File: config.mk
export PLATFORM = sky130hd
export DESIGN_NAME = lsu
export DESIGN_NICKNAME = d
export VERILOG_FILES = /design/src/rtl/lsu_pkg.sv /design/src/rtl/lsu_align.sv /design/src/rtl/lsu.sv
export SDC_FILE = /design/constraint.sdc
export NUM_CORES = 1
export LEC_CHECK = 0
export ABC_AREA = 1
export ABC_CLOCK_PERIOD_IN_PS = 3000
export CORE_MARGIN = 2
export CORE_UTILIZATION = 44
export CTS_BUF_LIST = sky130_fd_sc_hd__clkbuf_8 sky130_fd_sc_hd__clkbuf_16
export CTS_CLUSTER_DIAMETER = 200
export CTS_CLUSTER_SIZE = 14
export DETAILED_ROUTE_END_ITERATION = 16
export MAX_ROUTING_LAYER = met4
export PLACE_DENSITY = 0.82
export SLEW_MARGIN = 15
export SYNTH_ARGS = -nofsm -noshare
export SYNTH_HDL_FRONTEND = slang
export SYNTH_HIERARCHICAL = 1
export SYNTH_SLANG_ARGS = --single-unit
File: constraint.sdc
create_clock -name i_clk -period 3 [get_ports i_clk]
set_clock_uncertainty 0.15 [all_clocks]
set_input_delay 0.6 -clock i_clk [delete_from_list [all_inputs] [get_ports i_clk]]
set_output_delay 0.6 -clock i_clk [all_outputs]
set_load 0.01 [all_outputs]
File: src/rtl/lsu_pkg.sv
// Shared definitions for the load/store unit: FSM state codes and the
// RISC-V load/store funct3 encodings.
package lsu_pkg;

    typedef enum logic [1:0] {
        ST_IDLE = 2'd0,
        ST_REQ  = 2'd1,
        ST_WAIT = 2'd2,
        ST_RESP = 2'd3
    } lsu_state_e;

    // Load encodings; stores reuse the low two bits (SB/SH/SW/SD).
    localparam logic [2:0] F3_LB  = 3'b000;
    localparam logic [2:0] F3_LH  = 3'b001;
    localparam logic [2:0] F3_LW  = 3'b010;
    localparam logic [2:0] F3_LD  = 3'b011;
    localparam logic [2:0] F3_LBU = 3'b100;
    localparam logic [2:0] F3_LHU = 3'b101;
    localparam logic [2:0] F3_LWU = 3'b110;
    localparam logic [2:0] F3_BAD = 3'b111;

    function automatic logic [3:0] size_bytes(input logic [1:0] sz);
        return 4'd1 << sz;
    endfunction

endpackage

File: src/rtl/lsu_align.sv
// Combinational access decode: legality/misalignment check, byte-lane mask,
// store-data lane shift and load-data extract with sign/zero extension.
module lsu_align
    import lsu_pkg::*;
#(
    parameter int XLEN = 32,
    localparam int NB   = XLEN / 8,
    localparam int OFFW = $clog2(NB)
) (
    input  logic            i_store,
    input  logic [2:0]      i_funct3,
    input  logic [XLEN-1:0] i_addr,
    input  logic [XLEN-1:0] i_wdata,
    input  logic [XLEN-1:0] i_rdata,
    output logic            o_trap,
    output logic [XLEN-1:0] o_mem_addr,
    output logic [NB-1:0]   o_mask,
    output logic [XLEN-1:0] o_wdata,
    output logic [XLEN-1:0] o_rdata
);

    logic [OFFW-1:0] w_off;
    logic [1:0]      w_size;
    logic [3:0]      w_nbytes;
    logic [OFFW-1:0] w_low;
    logic            w_illegal;
    logic            w_misaligned;
    logic [NB-1:0]   w_base;
    logic [XLEN-1:0] w_shifted;
    logic            w_sign;

    assign w_off    = i_addr[OFFW-1:0];
    assign w_size   = i_funct3[1:0];
    assign w_nbytes = size_bytes(w_size);
    assign w_low    = OFFW'(w_nbytes - 4'd1);

    // Doubleword and LWU only exist on a 64-bit datapath.
    assign w_illegal = ((XLEN == 32) && (i_funct3 == F3_LD || i_funct3 == F3_LWU))
                     || (!i_store && i_funct3 == F3_BAD)
                     || (i_store && i_funct3[2]);
    assign w_misaligned = |(w_off & w_low);
    assign o_trap       = w_illegal | w_misaligned;

    assign o_mem_addr = {i_addr[XLEN-1:OFFW], {OFFW{1'b0}}};
    assign o_mask     = w_base << w_off;
    assign o_wdata    = i_wdata << {w_off, 3'b000};
    assign w_shifted  = i_rdata >> {w_off, 3'b000};

    always_comb begin
        w_sign = 1'b0;
        case (w_size)
            2'd0:    w_sign = w_shifted[7];
            2'd1:    w_sign = w_shifted[15];
            2'd2:    w_sign = w_shifted[31];
            default: w_sign = w_shifted[XLEN-1];
        endcase
    end

    // Lanes below the access size carry data; the rest carry the extension.
    for (genvar gi = 0; gi < NB; gi++) begin : g_lane
        assign w_base[gi] = (4'(gi) < w_nbytes);
        assign o_rdata[8*gi +: 8] = w_base[gi] ? w_shifted[8*gi +: 8]
                                               : {8{w_sign & ~i_funct3[2]}};
    end

endmodule

File: src/rtl/lsu.sv
// Multi-cycle load/store unit: accepts one access from the pipeline, runs a
// valid/ready memory transaction and returns an extended load result or trap.
module lsu
    import lsu_pkg::*;
#(
    parameter int XLEN = 32,
    localparam int NB  = XLEN / 8
) (
    input  logic            i_clk,
    input  logic            i_rst_n,
    input  logic            i_req_valid,
    output logic            o_req_ready,
    input  logic            i_req_store,
    input  logic [2:0]      i_req_funct3,
    input  logic [XLEN-1:0] i_req_addr,
    input  logic [XLEN-1:0] i_req_wdata,
    output logic            o_rsp_valid,
    input  logic            i_rsp_ready,
    output logic [XLEN-1:0] o_rsp_rdata,
    output logic            o_rsp_trap,
    output logic            o_mem_valid,
    input  logic            i_mem_ready,
    output logic [XLEN-1:0] o_mem_addr,
    output logic            o_mem_wen,
    output logic [NB-1:0]   o_mem_mask,
    output logic [XLEN-1:0] o_mem_wdata,
    input  logic            i_mem_rvalid,
    input  logic [XLEN-1:0] i_mem_rdata
);

    lsu_state_e      r_state;
    lsu_state_e      w_state_next;
    logic            r_store;
    logic [2:0]      r_funct3;
    logic [XLEN-1:0] r_addr;
    logic            r_mem_valid;
    logic [XLEN-1:0] r_mem_addr;
    logic [NB-1:0]   r_mem_mask;
    logic [XLEN-1:0] r_mem_wdata;
    logic            r_rsp_valid;
    logic            r_rsp_trap;
    logic [XLEN-1:0] r_rsp_rdata;

    logic            w_idle;
    logic            w_sel_store;
    logic [2:0]      w_sel_funct3;
    logic [XLEN-1:0] w_sel_addr;
    logic            w_trap;
    logic [XLEN-1:0] w_al_addr;
    logic [NB-1:0]   w_al_mask;
    logic [XLEN-1:0] w_al_wdata;
    logic [XLEN-1:0] w_al_rdata;
    logic            w_accept;
    logic            w_mem_done;
    logic            w_load_done;
    logic            w_rsp_done;

    // In IDLE the decoder checks the incoming request; afterwards it works on
    // the latched one so the load offset/size are known when data returns.
    assign w_idle       = (r_state == ST_IDLE);
    assign w_sel_store  = w_idle ? i_req_store  : r_store;
    assign w_sel_funct3 = w_idle ? i_req_funct3 : r_funct3;
    assign w_sel_addr   = w_idle ? i_req_addr   : r_addr;

    lsu_align #(.XLEN(XLEN)) u_align (
        .i_store    (w_sel_store),
        .i_funct3   (w_sel_funct3),
        .i_addr     (w_sel_addr),
        .i_wdata    (i_req_wdata),
        .i_rdata    (i_mem_rdata),
        .o_trap     (w_trap),
        .o_mem_addr (w_al_addr),
        .o_mask     (w_al_mask),
        .o_wdata    (w_al_wdata),
        .o_rdata    (w_al_rdata)
    );

    always_ff @(posedge i_clk or negedge i_rst_n) begin
        if (!i_rst_n) r_state <= ST_IDLE;
        else          r_state <= w_state_next;
    end

    always_comb begin
        w_state_next = r_state;
        w_accept     = 1'b0;
        w_mem_done   = 1'b0;
        w_load_done  = 1'b0;
        w_rsp_done   = 1'b0;
        case (r_state)
            ST_IDLE: if (i_req_valid) begin
                w_accept     = 1'b1;
                w_state_next = w_trap ? ST_RESP : ST_REQ;
            end
            ST_REQ: if (i_mem_ready) begin
                w_mem_done   = 1'b1;
                w_state_next = r_store ? ST_RESP : ST_WAIT;
            end
            ST_WAIT: if (i_mem_rvalid) begin
                w_load_done  = 1'b1;
                w_state_next = ST_RESP;
            end
            ST_RESP: if (i_rsp_ready) begin
                w_rsp_done   = 1'b1;
                w_state_next = ST_IDLE;
            end
            default: w_state_next = ST_IDLE;
        endcase
    end

    always_ff @(posedge i_clk or negedge i_rst_n) begin
        if (!i_rst_n) begin
            r_store     <= 1'b0;
            r_funct3    <= 3'b000;
            r_addr      <= '0;
            r_mem_valid <= 1'b0;
            r_mem_addr  <= '0;
            r_mem_mask  <= '0;
            r_mem_wdata <= '0;
            r_rsp_valid <= 1'b0;
            r_rsp_trap  <= 1'b0;
            r_rsp_rdata <= '0;
        end else if (w_accept) begin
            r_store     <= i_req_store;
            r_funct3    <= i_req_funct3;
            r_addr      <= i_req_addr;
            r_mem_valid <= ~w_trap;
            r_mem_addr  <= w_al_addr;
            r_mem_mask  <= w_al_mask;
            r_mem_wdata <= w_al_wdata;
            r_rsp_valid <= w_trap;
            r_rsp_trap  <= w_trap;
            r_rsp_rdata <= '0;
        end else if (w_mem_done) begin
            r_mem_valid <= 1'b0;
            r_rsp_valid <= r_store;
        end else if (w_load_done) begin
            r_rsp_valid <= 1'b1;
            r_rsp_rdata <= w_al_rdata;
        end else if (w_rsp_done) begin
            r_rsp_valid <= 1'b0;
            r_rsp_trap  <= 1'b0;
            r_rsp_rdata <= '0;
        end
    end

    assign o_req_ready = w_idle;
    assign o_rsp_valid = r_rsp_valid;
    assign o_rsp_trap  = r_rsp_trap;
    assign o_rsp_rdata = r_rsp_rdata;
    assign o_mem_valid = r_mem_valid;
    assign o_mem_wen   = r_mem_valid & r_store;
    assign o_mem_addr  = r_mem_addr;
    assign o_mem_mask  = r_mem_mask;
    assign o_mem_wdata = r_mem_wdata;

endmodule
==> results of run 1 <==
stage by stage:
step           instance area (um2)  hold slack (ns)  setup slack, ns
2_1_floorplan                 7762           0.1544          0.05143
3_3_place_gp                  9817           0.3046           0.1193
3_5_place_dp                  9817           0.3090          0.03850
4_1_cts                      10410           0.3246           0.1289
5_1_grt                      10430           0.3408        0.0006046
6_report                     10430           0.3207           0.2413
layout by cell type (no fill, tap or decap), types with 17 or more instances in the layout:
master	count
nand2_1	455
clkdlybuf4s50_1	209
dfrtp_1	141
o21ai_0	114
inv_1	66
nor2_1	46
nand4_1	32
nand3_1	25
buf_4	24
clkbuf_16	17
state kept, by name (all words and copies together) (netlist names):
register,cells
o_mem_addr,32
o_mem_wdata,32
o_rsp_rdata,32
r_addr,32
o_mem_mask,4
r_funct3,3
r_state,2
o_mem_valid,1
o_rsp_trap,1
o_rsp_valid,1
r_store,1
what timing repair did:
action | CTS | global route
buffers inserted | 0 | 0
gates resized for setup | 0 | 4
hold buffers | 1 | 0
setup endpoints to repair | 0 | 9
hold endpoints to repair | 36 | 0
how the worst min path moves through the flow:
stage	startpoint	end	slack (ns)	depth (start not counted)
after floorplan	i_rst_n	o_mem_addr[0]	0.15	0
after global placement	o_rsp_rdata[11]	o_rsp_rdata[11]	0.30	2
after detailed placement	o_rsp_rdata[28]	o_rsp_rdata[28]	0.31	2
after CTS	o_rsp_rdata[28]	o_rsp_rdata[28]	0.32	2
after global routing	o_rsp_rdata[30]	o_rsp_rdata[30]	0.34	2
final	o_rsp_rdata[28]	o_rsp_rdata[28]	0.32	2
cell families after synthesis:
group,share of synthesized area
AO/OA/AOI/OAI,0.1092
adder cells (fa/ha/maj),0.01129
buffers and inverters,0.1124
flip-flops,0.4549
other,0.0004835
AND/OR/NAND/NOR,0.3117
Yosys cell counts:
cell type and n:
o21ai_4 1, clkbuf_1 18, a31oi_1 2, a22oi_1 8, nand4_1 32, buf_1 2
ha_1 7, nand3_2 1, nand3_1 25, nand2_2 12, o21ai_1 1, nor2_1 47
o32ai_1 7, clkbuf_2 1, buf_6 9, o211ai_1 2, nand3_4 4, conb_1 1
a21oi_4 1, inv_2 5, a21oi_1 12, clkinv_1 1, nand2_1 455, inv_1 66
o2111ai_1 1, dfrtp_1 141, o21ai_0 117, buf_2 27, nor2_4 2, o22ai_1 1
nand3b_1 1, buf_4 38, nand2_4 2
critical path, cell delays in order (launching register included):
cell	delay [ns]
dfrtp_1	0.43
inv_1	0.15
ha_2	0.24
inv_4	0.08
nand2_1	0.06
o21ai_0	0.07
buf_4	0.18
nor2_4	0.16
inv_1	0.08
ha_1	0.23
inv_1	0.16
nor2_4	0.08
inv_1	0.13
o21ai_0	0.11
o21ai_0	0.18
nand4_1	0.11
nand2_1	0.09
per-layer routing:
metal	vias to the layer above	share of wire
met3	34	0.082
met5	-	0
met2	304	0.45
met1	3423	0.44
li1	3627	-
met4	0	0.026
power by group:
group	switching, uW	internal (uW)	total (uW)
sequential	520	2750	3270
clock	911	1170	2080
combinational	3800	2730	6520
total	5230	6650	11900
cell type report:
cell class              instances  area share
clock buffers                  17     0.04081
repair buffers                238      0.2258
clock inverters                15     0.01476
flip-flops and latches        141      0.3385
inverters                      72     0.02616
multi-input cells             743      0.3266
well taps                     225     0.02700
diodes                          2   0.0004801
==> flow_metrics.env, run 1 <==
export IMPL_hp_class="reg -> reg"
export IMPL_nets=1326
export IMPL_wirelength_um=21560
export IMPL_worstSetupPathType="reg -> reg"
export IMPL_die_h_um=136.8
export IMPL_met3_usage=0.05556
export IMPL_setup_violations=0
export IMPL_routabilityCongestion=0.9056
export IMPL_cp_endpoint="o_rsp_rdata[4]"
export IMPL_yosysUniqueCellTypes=33
export IMPL_met1_usage=0.3245
export IMPL_core_um2=17240
export IMPL_ctsRootBufferMaster="clkbuf_16"
export IMPL_num_vias=7388
export IMPL_yosysTopAreaCell="dfrtp_1"
export IMPL_grt_usage=0.2374
export IMPL_crit_arrival_ns=2.96
export IMPL_crit_fanout=9
export IMPL_fillers=1513
export IMPL_tns_ns=0
export IMPL_min_period_ns=2.759
export IMPL_syn_area_per_cell_um2=7.387
export IMPL_multi_input_area_um2=3405
export IMPL_worst_slew_pin_slew_ns=0.5281
export IMPL_viasPerCell=5.085
export IMPL_p_leak_uw=0.005242
export IMPL_cp_startpoint="r_state[0]"
export IMPL_fin_util=0.6048
export IMPL_portBuffers=210
export IMPL_power_density_nw_per_um2=1139
export IMPL_yosys_area_top_type_share=0.4549
export IMPL_io_pins=211
export IMPL_syn2layout_area_growth_pct=34.41
export IMPL_drive_above_1_share=0.07586
export IMPL_regToRegStartpoint="r_state[0]"
export IMPL_detailed_place_hpwl_um=14950
export IMPL_cts_tree="built"
export IMPL_drc=0
export IMPL_cts_buffer_depth=2
export IMPL_h_tree_depth=4
export IMPL_initial_core_util=0.4500
export IMPL_totalPowerFinal_uw=11880
export IMPL_grt_first_pass_wirelength_um=34020
export IMPL_ir_worst_vdd_mv=0.6365
export IMPL_rsz0062_at_grt="false"
export IMPL_grt_max_degree=92
export IMPL_synthCells=1050
export IMPL_synth_area_um2=7756
export IMPL_yosysWarnings=6
export IMPL_final_cells=1453
export IMPL_required_ns=3.20
export IMPL_yosys_register_bits=141
export IMPL_rr_endpoint="o_rsp_rdata[4]"
export IMPL_dieWidth_um=136.8
export IMPL_grt_antenna_before_repair=2
export IMPL_slew_headroom=0.6442
export IMPL_grt_util_met2=0.3417
export IMPL_maxCapViolCount=0
export IMPL_drtPass1Iterations=5
export IMPL_finalCritPeriodShare=0.9196
export IMPL_grt_overflow=0
export IMPL_cts_sinks=141
export IMPL_hold_viol_final=0
export IMPL_regToRegSetupSlack_ns=0.24
export IMPL_clock_latency_ns=0.42
export IMPL_cp_start_kind="flip-flop"
export IMPL_cts_buffers=17
export IMPL_seq_area_um2=3528
export IMPL_grt_most_used_layer="met2"
export IMPL_yosys_top_cells_area="dfrtp_1 45%, nand2_1 22%, o21ai_0 7.5%"
export IMPL_slew_viol_final=0
export IMPL_fmax_ghz=0.3625
export IMPL_row_count=48
export IMPL_grt_pass1_vias=6746
export IMPL_antenna_left=0
export IMPL_status="complete, no violations"
export IMPL_die_area_um2=18710
export IMPL_wl_per_cell_um=14.84
export IMPL_reg2regPathDepth=16
export IMPL_endpoint_kind="flip-flop"
export IMPL_path_clk_slew_ns=0.07
export IMPL_dpl_cell_count=1418
export IMPL_ys_seq_area_frac=0.4549
export IMPL_drt_iter0_markers=627
Power figures use the tool's default switching activity.
==> run 2: changes to the inputs <==
--- a/config.mk
+++ b/config.mk
@@ -8,13 +8,12 @@
 export ABC_AREA = 1
 export ABC_CLOCK_PERIOD_IN_PS = 3000
 export CORE_MARGIN = 2
-export CORE_UTILIZATION = 44
-export CTS_BUF_LIST = sky130_fd_sc_hd__clkbuf_8 sky130_fd_sc_hd__clkbuf_16
+export CORE_UTILIZATION = 46
+export CTS_BUF_LIST = sky130_fd_sc_hd__clkbuf_2 sky130_fd_sc_hd__clkbuf_4 sky130_fd_sc_hd__clkbuf_8
 export CTS_CLUSTER_DIAMETER = 200
 export CTS_CLUSTER_SIZE = 14
 export DETAILED_ROUTE_END_ITERATION = 16
-export MAX_ROUTING_LAYER = met4
-export PLACE_DENSITY = 0.82
+export PLACE_DENSITY = 0.85
 export SLEW_MARGIN = 15
 export SYNTH_ARGS = -nofsm -noshare
 export SYNTH_HDL_FRONTEND = slang
==> run 2 against run 1 <==
Compared with the run above: maximum frequency is 1.1% higher; via count is 0.76% higher; first-iteration DRC count is 6.7% higher; sequential cell count stayed put; worst setup slack better by 0.030 ns; die area is 4.2% lower; design area is 1.4% lower; hold slack better by 0.0020 ns; largest cell class unchanged; largest power group unchanged; highest routed layer is now met5.
==> flow_metrics.env, run 2 (synthesized netlist as in run 1, its figures left out) <==
export IMPL_grt_most_used_layer="met2"
export IMPL_grt_pass1_vias=6840
export IMPL_cts_buffer_depth=2
export IMPL_cp_top_family="buffers and inverters"
export IMPL_tns_ns=0
export IMPL_hp_class="reg -> reg"
export IMPL_drive_above_1_share=0.07604
export IMPL_final_common_cell="nand2_1"
export IMPL_io_pins=211
export IMPL_reg2regPathDepth=16
export IMPL_seq_area_um2=3528
export IMPL_grt_util_met2=0.3755
export IMPL_crit_arrival_ns=2.97
export IMPL_setup_violations=0
export IMPL_cts_sinks=141
export IMPL_slew_viol_final=0
export IMPL_grt_overflow=0
export IMPL_cp_slowest_cell="dfrtp_1"
export IMPL_viasPerCell=5.159
export IMPL_cts_tree="built"
export IMPL_met3_usage=0.06085
export IMPL_row_count=47
export IMPL_slew_headroom=0.5986
export IMPL_drc=0
export IMPL_num_vias=7444
export IMPL_post_place_ws_ns=0.03877
export IMPL_crit_chain="inv_1 > ha_2 > clkinv_4 > nand2_1 > o21ai_0 > buf_4 > nor2_1 > inv_1 > ha_1 > inv_2 > nor2_4 > inv_1 > o21ai_0 > o21ai_0 > nand4_1 > nand2_1"
export IMPL_crit_fanout=13
export IMPL_fillers=1479
export IMPL_die_area_um2=17920
export IMPL_ir_worst_vdd_mv=0.4428
export IMPL_place_area_um2=9796
export IMPL_nets=1324
export IMPL_cp_start_kind="flip-flop"
export IMPL_cts_buffers=17
export IMPL_mostFrequentLayoutCells="455 x nand2_1, 209 x clkdlybuf4s50_1, 141 x dfrtp_1, 114 x o21ai_0, 64 x inv_1"
export IMPL_drtPass1Iterations=5
export IMPL_antenna_left=0
export IMPL_cp_num_buf_inv=6
export IMPL_power_density_nw_per_um2=1118
export IMPL_hold_viol_final=0
export IMPL_hold_path_cell_count=2
export IMPL_diodes=0
export IMPL_h_tree_depth=4
export IMPL_grt_max_degree=80
export IMPL_rsz0062_at_grt="false"
export IMPL_status="complete, no violations"
export IMPL_grt_antenna_before_repair=1
export IMPL_holdPathEnd="o_rsp_rdata[11]"
export IMPL_portBuffers=210
export IMPL_multi_input_area_um2=3407
export IMPL_detailed_place_hpwl_um=15000
export IMPL_routabilityCongestion=0.8932
export IMPL_finalCritPeriodShare=0.9095
export IMPL_fin_area_um2=10270
export IMPL_core_um2=16520
export IMPL_worst_slew_pin_slew_ns=0.6021
export IMPL_rr_endpoint="o_rsp_rdata[0]"
export IMPL_maxCapViolCount=0
export IMPL_ctsRootBufferMaster="clkbuf_8"
export IMPL_critical_path_max_stage_delay_ns=0.43
export IMPL_regToRegStartpoint="r_state[1]"
export IMPL_fin_ws_ns=0.2714
export IMPL_fmax_ghz=0.3665
export IMPL_wirelength_um=21350
export IMPL_clock_latency_ns=0.44
export IMPL_endpoint_kind="flip-flop"
export IMPL_p_leak_uw=0.005180
export IMPL_final_cells=1443
export IMPL_min_period_ns=2.729
export IMPL_worstSetupPathType="reg -> reg"
export IMPL_dieWidth_um=133.9
export IMPL_regToRegSetupSlack_ns=0.27
export IMPL_dpl_cell_count=1411
export IMPL_totalPowerFinal_uw=11490
export IMPL_path_clk_slew_ns=0.08
export IMPL_wl_per_cell_um=14.80
export IMPL_grt_first_pass_wirelength_um=34030
export IMPL_die_h_um=133.9
export IMPL_required_ns=3.24
export IMPL_initial_core_util=0.4694
export IMPL_worstHoldStart="o_rsp_rdata[11]"
export IMPL_grt_usage=0.2388
export IMPL_syn2layout_area_growth_pct=32.47
export IMPL_met1_usage=0.3161
export IMPL_drt_iter0_markers=669
## run 2: per-layer routing
layer | vias to the layer above | wire (um)
met4 | 2 | 622
met5 | - | 13
met3 | 45 | 1956
li1 | 3615 | -
met2 | 344 | 9844
met1 | 3438 | 8915
## run 2: worst reg2reg max path: cells and delay by family (launching register included)
family,cells,cell delay (ns)
buf+inv,6,0.74
simple gates,5,0.51
fa+ha+maj,2,0.47
compound gates,3,0.36
flops,1,0.43
## run 2: power by group
part | leakage, uW | switching, uW | internal [uW]
Sequential | 0.00181 | 519 | 2750
Clock | 0.000223 | 763 | 956
Combinational | 0.00314 | 3790 | 2720
## run 2: worst max-delay path by stage
stage	end	cells after the start	from	slack, ns
2_1_floorplan	o_rsp_rdata[4]	17	r_state[0]	0.05
6_report	o_rsp_rdata[0]	16	r_state[1]	0.27
4_1_cts	o_rsp_rdata[18]	15	r_state[0]	0.11
3_3_place_gp	o_mem_mask[3]	13	i_req_funct3[0]	0.1
3_5_place_dp	o_rsp_rdata[0]	13	i_req_funct3[1]	0.04
5_1_grt	o_rsp_rdata[4]	16	r_state[1]	0.04
## run 2: what timing repair did
| item | 4_1_cts | 5_1_grt |
|---|---|---|
| endpoints found under the setup margin | 0 | 36 |
| hold buffers | 1 | 0 |
| setup buffers | 0 | 0 |
| gates resized for setup | 0 | 9 |
| hold endpoints to repair | 16 | 0 |
## run 2: final cells by class
class / count / share of cell area
Tap cell: 220 / 0.02679
Inverter: 72 / 0.02679
Timing Repair Buffer: 236 / 0.2280
Clock buffer: 19 / 0.02545
Sequential cell: 141 / 0.3434
Clock inverter: 12 / 0.01802
Multi-Input combinational cell: 743 / 0.3316
## run 2: stage by stage
stage                 util  hold WS, ns
floorplan                -       0.1544
global placement    0.5928       0.2920
detailed placement  0.5928       0.2922
CTS                 0.6204       0.3271
global route        0.6218       0.3461
finish              0.6218       0.3227
==> run 3: changes to the inputs <==
--- a/config.mk
+++ b/config.mk
@@ -7,13 +7,15 @@
 export LEC_CHECK = 0
 export ABC_AREA = 1
 export ABC_CLOCK_PERIOD_IN_PS = 3000
+export CELL_PAD_IN_SITES_DETAIL_PLACEMENT = 1
+export CELL_PAD_IN_SITES_GLOBAL_PLACEMENT = 1
 export CORE_MARGIN = 2
-export CORE_UTILIZATION = 46
+export CORE_UTILIZATION = 32
 export CTS_BUF_LIST = sky130_fd_sc_hd__clkbuf_2 sky130_fd_sc_hd__clkbuf_4 sky130_fd_sc_hd__clkbuf_8
 export CTS_CLUSTER_DIAMETER = 200
 export CTS_CLUSTER_SIZE = 14
 export DETAILED_ROUTE_END_ITERATION = 16
-export PLACE_DENSITY = 0.85
+export PLACE_DENSITY = 0.83
 export SLEW_MARGIN = 15
 export SYNTH_ARGS = -nofsm -noshare
 export SYNTH_HDL_FRONTEND = slang
==> run 3 against run 2 <==
Compared with the run above: via count increased by 0.87%; critical path type unchanged; largest cell class unchanged; largest power group unchanged; power decreased by 0.71%; utilization decreased by 18 points; sequential share of layout area decreased by 0.16 points; hold slack got worse by 0.00075 ns; sequential power about the same; routed wire length increased by 17%; critical path depth unchanged.
==> flow_metrics.env, run 3 (synthesized netlist as in run 1, its figures left out) <==
export IMPL_power_density_nw_per_um2=1105
export IMPL_tns_ns=0
export IMPL_cp_start_kind="flip-flop"
export IMPL_hp_class="reg -> reg"
export IMPL_syn2layout_area_growth_pct=33.09
export IMPL_slew_viol_final=0
export IMPL_wl_per_cell_um=16.23
export IMPL_grt_pass1_vias=7585
export IMPL_grt_usage=0.1970
export IMPL_viasPerCell=4.870
export IMPL_drt_iter0_markers=429
export IMPL_fillers=2945
export IMPL_fin_ws_ns=0.2035
export IMPL_h_tree_depth=4
export IMPL_required_ns=3.23
export IMPL_num_vias=7509
export IMPL_post_place_ws_ns=-0.03369
export IMPL_cts_setup_buffers=0
export IMPL_cp_top_family="buffers and inverters"
export IMPL_cts_tree="built"
export IMPL_setup_violations=0
export IMPL_core_um2=23610
export IMPL_initial_core_util=0.3285
export IMPL_drive_above_1_share=0.07447
export IMPL_finalCritPeriodShare=0.9322
export IMPL_cp_slowest_cell="dfrtp_1"
export IMPL_cp_num_buf_inv=6
export IMPL_final_common_cell="nand2_1"
export IMPL_crit_fanout=10
export IMPL_cts_buffers=17
export IMPL_drc=0
export IMPL_switching_share=0.4647
export IMPL_pwr_share_clk=0.135
export IMPL_portBuffers=210
export IMPL_ir_worst_vdd_mv=0.3623
export IMPL_worstSetupPathType="reg -> reg"
export IMPL_hold_viol_final=0
export IMPL_routabilityCongestion=0.8318
export IMPL_internal_power_uw=6107
export IMPL_cts_sinks=141
export IMPL_fmax_ghz=0.3576
export IMPL_drtPass1Iterations=5
export IMPL_fin_util=0.4372
export IMPL_path_clk_slew_ns=0.08
export IMPL_place_area_um2=9912
export IMPL_holdWs_ns=0.3219
export IMPL_ctsRootBufferMaster="clkbuf_8"
export IMPL_die_h_um=159.7
export IMPL_detailed_place_hpwl_um=17850
export IMPL_status="complete, no violations"
export IMPL_row_count=56
export IMPL_grt_antenna_before_repair=3
export IMPL_grt_first_pass_wirelength_um=40580
export IMPL_endpoint_kind="flip-flop"
export IMPL_io_pins=211
export IMPL_nets=1323
export IMPL_cts_buffer_depth=2
export IMPL_critical_path_max_stage_delay_ns=0.44
export IMPL_netSwitchingPower_uw=5301
export IMPL_rsz0062_at_grt="false"
export IMPL_critical_path_most_common_cell="inv_1"
export IMPL_grt_overflow=0
export IMPL_dieWidth_um=159.7
export IMPL_crit_chain="inv_1 > ha_2 > inv_4 > nand2_1 > o21ai_0 > buf_4 > nor2_1 > inv_1 > ha_1 > inv_1 > nor2_4 > inv_1 > o21ai_0 > o21ai_0 > nand4_1 > nand2_1"
export IMPL_antenna_left=0
export IMPL_die_area_um2=25500
export IMPL_p_leak_uw=0.005141
export IMPL_pwr_share_seq=0.288
export IMPL_mostFrequentLayoutCells="455 x nand2_1, 209 x clkdlybuf4s50_1, 141 x dfrtp_1, 114 x o21ai_0, 65 x inv_1"
export IMPL_worst_slew_pin_slew_ns=1.009
export IMPL_grt_max_degree=124
export IMPL_fin_area_um2=10320
export IMPL_min_period_ns=2.796
export IMPL_clock_latency_ns=0.45
export IMPL_slew_headroom=0.3248
export IMPL_crit_arrival_ns=3.03
export IMPL_combPwrFrac=0.577
export IMPL_maxCapViolCount=0
export IMPL_wirelength_um=25020
run 3: changes by cell type in the layout (fill, tap and decap cells not counted), sizes merged:
cell	delta
clkinvlp	+1
diode	+1
clkbuf	-1
buf	-1
inv	+3
bufinv	-3
run 3: stage by stage:
stage,total power (uW),instances
final,11410,1542
after global routing,12410,1542
after CTS,11500,1541
after detailed placement,9882,1509
after global placement,9656,1509
after floorplan,7597,1051
run 3: area by class of cell:
type / count / area, um2 / share of cell area
sequential: 141 / 3528 / 0.3418
inverter: 72 / 272.8 / 0.02642
clock buffer: 18 / 247.7 / 0.02400
multi-input combinational: 743 / 3407 / 0.3301
clock inverter: 13 / 133.9 / 0.01297
tap: 319 / 399.1 / 0.03867
timing repair buffer: 235 / 2331 / 0.2258
antenna: 1 / 2.502 / 0.0002424
run 3: repair_timing:
action | in CTS | in global routing
endpoints found under the setup margin | 0 | 33
hold buffers | 1 | 0
resized for setup | 0 | 6
endpoints found under the hold margin | 54 | 0
run 3: worst paths after layout:
kind	endpoint	from	slack, ns	depth (start not counted)
worst max-delay path	o_rsp_rdata[0]	r_state[1]	0.20	16
worst min-delay path	o_rsp_rdata[28]	o_rsp_rdata[28]	0.32	2
worst max register to register	o_rsp_rdata[0]	r_state[1]	0.20	16
worst min register to register	o_rsp_rdata[28]	o_rsp_rdata[28]	0.32	2
max in group asynchronous	r_addr[28]	i_rst_n	1.39	3
min in group asynchronous	o_rsp_rdata[12]	i_rst_n	0.49	2
run 3: power by group through the flow:
stage / combinational [uW] / clock (uW) / sequential [uW]
after floorplan: 4130 / 0 / 3470
after global placement: 6360 / 0 / 3290
after detailed placement: 6570 / 0 / 3310
after CTS: 6610 / 1600 / 3290
after global routing: 7340 / 1680 / 3390
final: 6590 / 1540 / 3280
run 3: worst register-to-register path, stage by stage (launching register included):
cell     delay (ns)
dfrtp_1        0.44
inv_1          0.13
ha_2           0.24
inv_4          0.09
nand2_1        0.06
o21ai_0        0.07
buf_4          0.18
nor2_1         0.15
inv_1          0.06
ha_1           0.24
inv_1          0.18
nor2_4         0.08
inv_1          0.14
o21ai_0        0.12
o21ai_0        0.18
nand4_1        0.11
nand2_1        0.11
run 3: layer usage:
layer | share of wire | global-route usage | routed length [um] | vias to the layer above
met5 | 0.00052 | 0 | 13 | -
met4 | 0.024 | 0.06777 | 605 | 2
met2 | 0.47 | 0.3182 | 11650 | 236
met1 | 0.44 | 0.2595 | 11100 | 3620
met3 | 0.066 | 0.04623 | 1648 | 36
li1 | - | - | - | 3615
